===== src/rtl/int_root_pkg.sv =====
`default_nettype none
// ----------------------------------------------------------------------------
// int_root_pkg : shared FSM state, mode encodings and root-width helpers
// Rev 1.0
// ----------------------------------------------------------------------------
package int_root_pkg;

  typedef enum logic [2:0] {
    IDLE = 3'd0,
    SQ   = 3'd1,
    CU   = 3'd2,
    CMP  = 3'd3,
    DONE = 3'd4
  } state_e;

  localparam logic MODE_SQRT = 1'b0;
  localparam logic MODE_CBRT = 1'b1;

  function automatic int sqrt_bits(input int width);
    return (width + 1) / 2;
  endfunction

  function automatic int cbrt_bits(input int width);
    return (width + 2) / 3;
  endfunction

endpackage
`default_nettype wire


===== src/rtl/int_root_mul.sv =====
`default_nettype none
// ----------------------------------------------------------------------------
// int_root_mul : unsigned multiplier with a registered, full-width product
// Rev 1.0
// ----------------------------------------------------------------------------
module int_root_mul #(
  parameter int AW = 32,
  parameter int BW = 16
) (
  input  logic               clk,
  input  logic [AW-1:0]      a,
  input  logic [BW-1:0]      b,
  output logic [AW+BW-1:0]   p
);

  logic [AW+BW-1:0] p_d;
  logic [AW+BW-1:0] p_q;

  always_comb begin
    p_d = (AW+BW)'(a) * (AW+BW)'(b);
  end

  always_ff @(posedge clk) begin
    p_q <= p_d;
  end

  assign p = p_q;

endmodule
`default_nettype wire


===== src/rtl/int_root_unit.sv =====
`default_nettype none
// ----------------------------------------------------------------------------
// int_root_unit : bit-serial floor square/cube root with remainder
// Rev 1.0
// ----------------------------------------------------------------------------
module int_root_unit
  import int_root_pkg::*;
#(
  parameter  int WIDTH = 32,
  localparam int RS    = sqrt_bits(WIDTH),
  localparam int RC    = cbrt_bits(WIDTH)
) (
  input  logic             clk,
  input  logic             rst_n,
  input  logic             in_valid,
  output logic             in_ready,
  input  logic [WIDTH-1:0] num,
  input  logic             mode,
  output logic             out_valid,
  input  logic             out_ready,
  output logic [RS-1:0]    root,
  output logic [WIDTH-1:0] rem,
  output logic             busy
);

  localparam int IW = $clog2(RS);
  localparam int PW = 3 * RS;
  localparam logic [RS-1:0] ONE = RS'(1);

  state_e           state_q, state_d;
  logic             in_ready_q, in_ready_d;
  logic             out_valid_q, out_valid_d;
  logic             busy_q, busy_d;
  logic [WIDTH-1:0] num_q, num_d;
  logic             mode_q, mode_d;
  logic [IW-1:0]    idx_q, idx_d;
  logic [RS-1:0]    acc_q, acc_d;
  logic [WIDTH-1:0] keep_q, keep_d;
  logic [RS-1:0]    root_q, root_d;
  logic [WIDTH-1:0] rem_q, rem_d;

  logic [RS-1:0]    cand;
  logic [2*RS-1:0]  mul_a;
  logic [PW-1:0]    prod;
  logic             fits;

  assign cand = acc_q | (ONE << idx_q);
  assign fits = (prod <= PW'(num_q));

  // CU multiplies the held square by cand again; every other state squares cand
  always_comb begin
    mul_a = {{RS{1'b0}}, cand};
    if (state_q == CU) mul_a = prod[2*RS-1:0];
  end

  int_root_mul #(
    .AW (2 * RS),
    .BW (RS)
  ) u_mul (
    .clk (clk),
    .a   (mul_a),
    .b   (cand),
    .p   (prod)
  );

  always_comb begin
    state_d     = state_q;
    in_ready_d  = in_ready_q;
    out_valid_d = out_valid_q;
    busy_d      = busy_q;
    num_d       = num_q;
    mode_d      = mode_q;
    idx_d       = idx_q;
    acc_d       = acc_q;
    keep_d      = keep_q;
    root_d      = root_q;
    rem_d       = rem_q;

    case (state_q)
      IDLE: begin
        in_ready_d = 1'b1;
        if (in_valid && in_ready_q) begin
          num_d      = num;
          mode_d     = mode;
          acc_d      = '0;
          keep_d     = '0;
          idx_d      = (mode == MODE_CBRT) ? IW'(RC - 1) : IW'(RS - 1);
          busy_d     = 1'b1;
          in_ready_d = 1'b0;
          state_d    = SQ;
        end
      end
      SQ: begin
        state_d = (mode_q == MODE_CBRT) ? CU : CMP;
      end
      CU: begin
        state_d = CMP;
      end
      CMP: begin
        // keep_q always holds acc^k, so the remainder never needs a re-multiply
        if (fits) begin
          acc_d  = cand;
          keep_d = prod[WIDTH-1:0];
        end
        if (idx_q == '0) begin
          root_d  = fits ? cand : acc_q;
          rem_d   = num_q - (fits ? prod[WIDTH-1:0] : keep_q);
          state_d = DONE;
        end else begin
          idx_d   = idx_q - IW'(1);
          state_d = SQ;
        end
      end
      DONE: begin
        if (!out_valid_q) begin
          out_valid_d = 1'b1;
          busy_d      = 1'b0;
        end else if (out_ready) begin
          out_valid_d = 1'b0;
          in_ready_d  = 1'b1;
          state_d     = IDLE;
        end
      end
      default: begin
        state_d = IDLE;
      end
    endcase
  end

  always_ff @(posedge clk) begin
    if (!rst_n) begin
      state_q     <= IDLE;
      in_ready_q  <= 1'b0;
      out_valid_q <= 1'b0;
      busy_q      <= 1'b0;
      num_q       <= '0;
      mode_q      <= 1'b0;
      idx_q       <= '0;
      acc_q       <= '0;
      keep_q      <= '0;
      root_q      <= '0;
      rem_q       <= '0;
    end else begin
      state_q     <= state_d;
      in_ready_q  <= in_ready_d;
      out_valid_q <= out_valid_d;
      busy_q      <= busy_d;
      num_q       <= num_d;
      mode_q      <= mode_d;
      idx_q       <= idx_d;
      acc_q       <= acc_d;
      keep_q      <= keep_d;
      root_q      <= root_d;
      rem_q       <= rem_d;
    end
  end

  assign in_ready  = in_ready_q;
  assign out_valid = out_valid_q;
  assign busy      = busy_q;
  assign root      = root_q;
  assign rem       = rem_q;

endmodule
`default_nettype wire


===== config.mk =====
export PLATFORM = sky130hd
export DESIGN_NAME = int_root_unit
export DESIGN_NICKNAME = d
export VERILOG_FILES = /design/src/rtl/int_root_pkg.sv /design/src/rtl/int_root_mul.sv /design/src/rtl/int_root_unit.sv
export SDC_FILE = /design/constraint.sdc
export NUM_CORES = 2
export LEC_CHECK = 0
export ABC_AREA = 0
export CAP_MARGIN = 15
export CORE_ASPECT_RATIO = 1.1
export CORE_MARGIN = 2
export CORE_UTILIZATION = 55
export DETAILED_ROUTE_END_ITERATION = 8
export DONT_BUFFER_PORTS = 1
export PLACE_DENSITY = 0.8
export SETUP_SLACK_MARGIN = 0.02
export SLEW_MARGIN = 30
export SYNTH_ARGS = -nofsm -noshare
export SYNTH_HDL_FRONTEND = slang
export SYNTH_SLANG_ARGS = --single-unit

===== constraint.sdc =====
create_clock -name clk -period 10.1 [get_ports clk]
set_input_delay 2.02 -clock clk [delete_from_list [all_inputs] [get_ports clk]]
set_output_delay 2.02 -clock clk [all_outputs]
set_load 0.02 [all_outputs]

==> metrics.txt <==
Tightest Pin Transition 1.089 ns; Post-CTS Resized 0; met1 WL 27.40 mm; GRT Util Overall 31.06%; routability cong. 0.9495; critical path fanouts, max 32; Post-synth top flop dfxtp_1; r2r setup slk 1.49 ns; DR top layer met4; DP Wirelength 57.44 mm; Pre-Repair DR Iteration Count 8; final wirelength 71.86 mm; Startpoint Class flop; Nets 3531; Max-cap violations 0; Setup crit end kind flop; # rows 81; first-pass GRT wire length 115.4 mm; via count 20610; xor/xnor cell area share of the yosys netlist 2.135%; Synthesis Warnings 0; CTS tree yes; Fin Setup TNS 0 ns; Highest Clock Rate 116.1 MHz; syn nets 3630; multiplexer share of the synthesized area 1.370%; detailed-route DRC error count 0; min cycle time layout 8.611 ns; terminus of the critical flop-to-flop path u_mul.p[46]; Synth cell types 77; Fin Clk Skew 0.01878 ns; Final Hold Viols 0; Worst VDD drop 283.9 uV; Synth async-reset ratio 0%; Area Growth Syn to Fin 4.259%; die height 227.7 um; Synth Area in Compound Gates 12.60%; Clock Tree Buf Depth 2; r2r startpoint state_q[2]; depth of the worst hold-timing path 2; Cells after Synth 2986; Hold Worst Slack 0.4541 ns; fraction of layout cells with a size suffix above 1 3.379%; Starting DRT DRC Count 1896; hold path endpoint keep_q[30]; Max Slew Vio Count 0; path type of the worst setup path flop to flop; Worst EP arrival 8.95 ns; H-tree Lvls 4; largest net degree at the start of global routing 113; hold crit path type flop to flop; Max-Slew Margin vs Limit 27.37%; unrepaired setup endpoints after global routing no; Seq cells post-synth 187; Post-synth EDFFs 0; Leak 11.99 nW; status finished clean; remaining antenna violation count 0; synthesized-area fraction occupied by adder cells 42.92%; met2 WL 34.85 mm; Std-Cell Core Area 44690 um^2; Seq. cell area 3744 um^2; worst skew pair latency 0.47 ns; Final period util 85.26%; largest family of logic cells by synthesized area adder cells; endpoints failing setup 0; grt total ovfl 0; Post-Synthesis Mean Instance Area 8.381 um^2; clk sink count 187; clock slew at reported path FFs 0.08 ns; synthesized cell area 25030 um^2; simple-gate portion of the synthesized area 15.98%; wire per inst 20.64 um; Seq/Total Area, Yosys 14.96%; Cells after DPL 3449; Layout Cells excl Fill 3481; CTS buffer count 17; Root Buffer clkbuf_16; Pwr Density 165.5 nW/um^2; Buffers on Ports 0; Via density 5.921; startpoint of the worst hold path keep_q[30]; Die ar. 47230 um^2; hold buffers post-CTS 0; # IOs 88; area of the multi-input gates 18820 um^2; Pwr Total 4.318 mW; Req. time, crit path 10.44 ns; Final Cell Area 26090 um^2; Die X-Extent 207.4 um; vias in the first global route 21730; Antenna Cells 0; Fillers 3929; Starting Density 56.00%; Post-DP Area 25450 um^2; Post CTS Setup Buffer Count 0; antenna violations before repair 0; Met3 Wirelength 5.477 mm; worst r2r path cells 24
cell families after synthesis:
group                      after synthesis
muxes                                   34
DFF                                    187
AOI/OAI and AO/OA                      478
buffers and inverters                  663
adders and majority gates              607
xor gates and xnor gates                61
and+or+nand+nor                        956
cells in the mapped netlist (40+ instances only):
master | number | area, um^2
and2_1 | 40 | 250.2
a21o_1 | 44 | 330.3
fa_1 | 419 | 8388
nor2_1 | 244 | 915.9
inv_1 | 514 | 1929
nand2_1 | 536 | 2012
a21boi_0 | 55 | 412.9
o21ai_0 | 111 | 555.5
clkbuf_1 | 137 | 514.2
ha_1 | 188 | 2352
xnor2_1 | 40 | 350.3
a21oi_1 | 110 | 550.5
dfxtp_1 | 187 | 3744
worst max path at each step:
stage / to / cells after the start / slack [ns] / from
2_1_floorplan: u_mul.p[45] / 27 / 2.93 / state_q[1]
5_1_grt: u_mul.p[46] / 24 / 0.97 / state_q[2]
4_1_cts: u_mul.p[46] / 24 / 1.59 / state_q[2]
6_report: u_mul.p[46] / 24 / 1.49 / state_q[2]
3_5_place_dp: u_mul.p[46] / 24 / 1.63 / state_q[0]
3_3_place_gp: u_mul.p[46] / 23 / 1.87 / state_q[2]
cells in the final DEF, fill, tap and decap left out, types with 41 or more instances in the layout:
cell / netlist / final
inv_1: 514 / 514
nand2_1: 536 / 534
nor2_1: 244 / 243
a21o_1: 44 / 44
fa_1: 419 / 419
and2_1: 40 / 41
o21ai_0: 111 / 111
a21boi_0: 55 / 55
dfxtp_1: 187 / 187
a21oi_1: 110 / 108
ha_1: 188 / 188
metal layers:
metal  track usage [%]  up-vias
li1                  -     9172
met1             38.02    10250
met2             51.98      927
met3             6.106      267
met4             16.41        0
met5                 0        -
power by group:
group / switching, mW / total, mW / leakage, nW / internal [mW]
clock network: 0.357 / 0.724 / 0.308 / 0.367
logic: 1.70 / 2.62 / 10.2 / 0.922
registers: 0.153 / 0.975 / 1.51 / 0.822
worst max-delay path: stages, from the launching register on:
cell and delay (ns):
dfxtp_1 0.51, or3b_2 0.63, buf_4 0.38, nor2_1 0.12, a21oi_1 0.71, nand2_1 0.18, fa_1 0.55, fa_1 0.47
fa_1 0.55, inv_1 0.06, fa_1 0.44, fa_1 0.52, inv_1 0.05, fa_1 0.47, inv_1 0.04, ha_1 0.33
a21o_1 0.21, a31o_2 0.21, a221oi_1 0.40, o32ai_1 0.13, a21oi_1 0.28, nand2_1 0.24, a41oi_1 0.52, o311ai_0 0.25
xor2_1 0.18
final cells by class:
cell class | instances | area share [%]
clock inverters | 14 | 0.7529
well taps | 581 | 2.786
flip-flops and latches | 187 | 14.35
inverters | 514 | 7.394
multi-input cells | 2136 | 72.14
clock buffers | 18 | 1.683
repair buffers | 31 | 0.8919
stage by stage:
stage,util (%),setup slack [ns]
6_report,58.38,1.489
5_1_grt,58.38,0.9691
4_1_cts,58.36,1.595
3_5_place_dp,56.94,1.625
3_3_place_gp,56.94,1.867
2_1_floorplan,-,2.925
state kept, by name, summed over array words and instances, names as in the netlist, 3 cells and up:
signal,flops
rem,32
idx_q,4
u_mul.p,48
num_q,32
root,16
keep_q,32
acc_q,16
state_q,3
No activity file was read; power rests on OpenSTA's default activity.
